<file path="src/rtl/ni_inject_fifo.sv">
// ni_inject_fifo: injection stage between a ROM flit source and a router port.
// On start, enables the source, captures PKT_LEN flits into a FIFO and
// forwards them over valid/ready with head/tail tagging.
// Ports:
//   clk, RST            clock (rising edge), asynchronous active-low reset
//   start               one-cycle request to inject one packet (IDLE only)
//   inj_enable          source enable, high only while filling
//   din, din_valid      flit stream from the source (no backpressure)
//   flit_out/valid      FIFO head, first-word fall-through; valid = non-empty
//   flit_ready          router accepts flit_out this cycle
//   flit_head/tail      first / last flit of the packet on flit_out
//   busy                packet in progress
//   done                last flit of the packet accepted (same cycle)
//   overflow            sticky: flit arrived when it could not be stored
module ni_inject_fifo #(
    parameter int unsigned DW      = 20,
    parameter int unsigned DEPTH   = 32,
    parameter int unsigned AW      = 5,
    parameter int unsigned PKT_LEN = 30
) (
    input  logic          clk,
    input  logic          RST,
    input  logic          start,
    output logic          inj_enable,
    input  logic [DW-1:0] din,
    input  logic          din_valid,
    output logic [DW-1:0] flit_out,
    output logic          flit_valid,
    input  logic          flit_ready,
    output logic          flit_head,
    output logic          flit_tail,
    output logic          busy,
    output logic          done,
    output logic          overflow
);

    localparam int unsigned CW = AW + 1;
    localparam logic [CW-1:0] CNT_LAST = CW'(PKT_LEN - 1);

    localparam logic [1:0] S_IDLE  = 2'd0;
    localparam logic [1:0] S_FILL  = 2'd1;
    localparam logic [1:0] S_DRAIN = 2'd2;

    logic [1:0]    state;
    logic [1:0]    state_nxt;
    logic [DW-1:0] mem [DEPTH];
    logic [AW:0]   wr_ptr;
    logic [AW:0]   rd_ptr;
    logic [CW-1:0] rx_cnt;
    logic [CW-1:0] tx_cnt;
    logic          empty;
    logic          full;
    logic          push;
    logic          pop;
    logic          err;
    logic          rx_last;
    logic          tx_last;

    // Pointer compare: equal means empty, equal index with differing wrap bit means full
    assign empty   = (wr_ptr == rd_ptr);
    assign full    = (wr_ptr[AW] != rd_ptr[AW]) && (wr_ptr[AW-1:0] == rd_ptr[AW-1:0]);
    assign pop     = !empty && flit_ready;
    assign rx_last = (rx_cnt == CNT_LAST);
    assign tx_last = (tx_cnt == CNT_LAST);

    // Outputs decoded from registered state/pointers; done is combinational on accept
    assign inj_enable = (state == S_FILL);
    assign busy       = (state != S_IDLE);
    assign flit_valid = !empty;
    assign flit_out   = empty ? '0 : mem[rd_ptr[AW-1:0]];
    assign flit_head  = !empty && (tx_cnt == '0);
    assign flit_tail  = !empty && tx_last;
    assign done       = pop && tx_last;

    // Next-state, push and error decode
    always_comb begin
        state_nxt = state;
        push      = 1'b0;
        err       = 1'b0;
        case (state)
            S_IDLE: begin
                if (din_valid) err = 1'b1;
                if (start) state_nxt = S_FILL;
            end
            S_FILL: begin
                if (din_valid) begin
                    if (full) begin
                        err = 1'b1;
                    end else begin
                        push = 1'b1;
                        if (rx_last) state_nxt = S_DRAIN;
                    end
                end
            end
            S_DRAIN: begin
                if (din_valid) err = 1'b1;
                if (pop && tx_last) state_nxt = S_IDLE;
            end
            default: state_nxt = S_IDLE;
        endcase
    end

    // State, pointers, counters and sticky error
    always_ff @(posedge clk or negedge RST) begin
        if (!RST) begin
            state    <= S_IDLE;
            wr_ptr   <= '0;
            rd_ptr   <= '0;
            rx_cnt   <= '0;
            tx_cnt   <= '0;
            overflow <= 1'b0;
        end else begin
            state <= state_nxt;
            if (push) begin
                wr_ptr <= wr_ptr + (AW+1)'(1);
                rx_cnt <= rx_last ? '0 : rx_cnt + CW'(1);
            end
            if (pop) begin
                rd_ptr <= rd_ptr + (AW+1)'(1);
                tx_cnt <= tx_last ? '0 : tx_cnt + CW'(1);
            end
            if (err) overflow <= 1'b1;
        end
    end

    // Storage array, not reset; contents are only observed behind valid pointers
    always_ff @(posedge clk) begin
        if (push) mem[wr_ptr[AW-1:0]] <= din;
    end

endmodule
</file>
<file path="config.mk">
export PLATFORM = sky130hd
export DESIGN_NAME = ni_inject_fifo
export DESIGN_NICKNAME = d
export VERILOG_FILES = /design/src/rtl/ni_inject_fifo.sv
export SDC_FILE = /design/constraint.sdc
export NUM_CORES = 1
export LEC_CHECK = 0
export CAP_MARGIN = 10
export CORE_AREA = 2 2 247 249
export DETAILED_ROUTE_END_ITERATION = 7
export DIE_AREA = 0 0 249 251
export GPL_ROUTABILITY_DRIVEN = 0
export SYNTH_ARGS = -nofsm -noshare
export SYNTH_HDL_FRONTEND = slang
export SYNTH_SLANG_ARGS = --single-unit
export TNS_END_PERCENT = 5
</file>
<file path="constraint.sdc">
create_clock -name clk -period 4.5 [get_ports clk]
set_clock_uncertainty 0.2 [all_clocks]
set_input_delay 1.125 -clock clk [delete_from_list [all_inputs] [get_ports clk]]
set_output_delay 1.125 -clock clk [all_outputs]
set_load 0.1 [all_outputs]
</file>
==> out/metrics.cfg <==
[floorplan]
coreArea_um2 = 59800
num_rows = 90
dieHeight_um = 251
pin_count = 52
start_util = 0.445
die_w_um = 249
die_area_um2 = 62500

[timing]
drv_slew = 0
fin_crit_sh = 0.977
worst_slew_pin_slew_ns = 1.24
min_period_ns = 4.40
fmaxAchievable_mhz = 227
max_slew_margin = 0.170
finalSetupViolations = 0
final-hold-violation-count = 0
rsz0062_at_grt = yes
setup_slack_ns = 0.102

[power]
leakage_nw = 10.2
swShare = 0.365
p_switching_w = 0.00781
finalPower_w = 0.0214
clockPowerShare = 0.246
p_int_w = 0.0136
peakVddDrop_uv = 515
p_seq_frac = 0.356
powerDensity_nw_per_um2 = 694
pwr-share-comb = 0.397

[logic_synthesis]
syn-num-nets = 1367
synth_edf_count = 640
synth_top_cell_area_share = 0.723
async_flop_share = 0.0405
synth_seq_cells = 667
synth_top_area_cell = edfxtp_1
synth.yosys.seq_area_share = 0.748
synth_most_common_cell = edfxtp_1
synth_area_per_cell_um2 = 20.0
synthesis.area_um2 = 26600
synth_area_leaders = edfxtp_1 72%, mux4_2 8.5%, mux2i_1 3.8%
synth_cell_types = 56
synth_ff_type = edfxtp_1
ys_warn_count = 0
syn_inst = 1332
yosys-top-cells-count = 640 x edfxtp_1, 101 x mux2i_1, 100 x mux4_2

[place]
dpl_worst_slack_ns = 0.504
place_area_um2 = 28600
hpwl_mm = 35.2
port-buffer-count = 51

[clock_network]
clock_sinks = 667
clockBufferDepth = 3
postCtsHoldBufs = 0
cts_tree = done
worstSkewPairLatency_ns = 0.59
cts_buffers = 70
ctsHtreeMaxLevel = 3
path_clk_slew_ns = 0.06
cts_root_buffer = clkbuf_16

[job]
maxCapViolCount = 0

[route]
drc_errors = 0
dr.pass1.iters = 7
routedWlPerCell_um = 26.7
first_iter_violations = 983
ant_nets = 0
vias = 13181
via_per_inst = 5.75
drt-total-wl_mm = 61.2

[worst_setup_path]
slowest_delay_ns = 0.50
required_ns = 3.17
path_buf_inv = 4
critPathSlowestCell = dfrtp_4
critPathArrivalTime_ns = 3.07
path_class = reg2out
cp_cell_sequence = buf_16 -> buf_4 -> mux4_2 -> mux2i_1 -> nor2_1 -> a311oi_2 -> a211oi_2 -> buf_4 -> buf_12
setup.worst_path.start_class = flip-flop
path_max_fanout = 26
end_kind = primary output
cp_top_family = buffers and inverters
cpMostUsedCell = buf_4

[layout]
diodes = 0
drive_gt1_frac = 0.274
nNetsFinal = 1497
fill_cells = 4690
fin_area_um2 = 30800
syn2layout_area_growth_pct = 15.9

[grt]
track_usage = 0.198
grt_max_degree = 54
antenna_found_initial = 0
grt_overflow_total = 0
grt_pass1_wl_mm = 90.5
grt_pass1_vias = 13509

[hold_path]
hold_class = reg2reg

[run_status]
status = completed

[cell type report]
type                       instances  area, µm²  share of cell area
tap                              782        978              0.0318
clock buffer                      78       1850              0.0599
inverter                           7       26.3            0.000853
timing repair buffer             137       1560              0.0506
multi-input combinational        579       6280               0.204
sequential                       667      19900               0.646
clock inverter                    41        218             0.00707
[metal layers]
metal  vias up  part of all wire  GRT usage
li1       5769                 -          -
met1      6964              0.43      0.268
met2       370              0.50      0.332
met3        78             0.055     0.0348
met4         0             0.016     0.0554
met5         -                 0          0
[path summary, 6_finish.rpt]
check                                      startpoint                    end  slack (ns)  cells past startpoint
worst min register to register   overflow$_DFFE_PN0P_   overflow$_DFFE_PN0P_        0.25                      1
worst min-delay path             overflow$_DFFE_PN0P_   overflow$_DFFE_PN0P_        0.25                      1
min in group asynchronous                         RST   overflow$_DFFE_PN0P_        0.92                      1
worst max register to register  rd_ptr[0]$_DFFE_PN0N_    mem[8][3]$_DFFE_PP_        1.55                      6
max in group asynchronous                         RST  rd_ptr[0]$_DFFE_PN0N_        2.39                      1
worst max-delay path            rd_ptr[0]$_DFFE_PN0N_           flit_out[18]        0.10                      9
[cells in the final DEF (no fill, tap or decap), types with 17 or more instances in the layout]
master / n
a211oi_2: 21
buf_12: 28
buf_4: 75
a311oi_2: 18
nand2_1: 38
clkinv_2: 17
dfrtp_1: 22
a22oi_1: 20
a21oi_1: 17
nor2_1: 29
a31oi_1: 21
edfxtp_1: 640
clkdlybuf4s50_1: 27
clkbuf_16: 73
mux2i_1: 101
o221ai_1: 17
mux2_2: 42
clkinv_1: 19
o22ai_1: 23
mux4_2: 100
and3_1: 31
[state kept, by name (all words and copies together), names as in the netlist]
name      flops
mem         640
overflow      1
rd_ptr        6
rx_cnt        6
state         2
tx_cnt        6
wr_ptr        6
[kinds of logic (layout without fill, tap and decap cells)]
family	Yosys count	after routing	synth area share
AND/OR/NAND/NOR	144	144	0.0278
XOR/XNOR	17	17	0.00617
buffers and inverters	86	263	0.0185
multiplexers	243	243	0.141
adder cells (fa/ha/maj)	10	10	0.00471
flip-flops	667	667	0.748
AO/OA/AOI/OAI	165	165	0.0538
[power by group through the flow]
stage	logic, W	registers [W]	clock network [W]
floorplan	0.00583	0.00754	0
global placement	0.00834	0.00777	0
detailed placement	0.00840	0.00778	0
CTS	0.00849	0.00764	0.00538
global route	0.00891	0.00767	0.00563
finish	0.00849	0.00762	0.00527
[repair_timing]
item,in CTS,in global routing
gates cloned,0,0
setup buffers,2,1
gates resized for setup,5,3
endpoints found under the setup margin,6,12
[stage by stage]
stage	hold slack, ns	setup TNS (ns)	utilization	instances
2_1_floorplan	0.261	-0.340	-	1332
3_3_place_gp	0.240	0	0.478	2166
3_5_place_dp	0.246	0	0.478	2166
4_1_cts	0.260	-0.0168	0.513	2287
5_1_grt	0.293	-0.00237	0.515	2291
6_report	0.255	0	0.515	2291
Note: power is estimated with default switching activity, not from simulation.
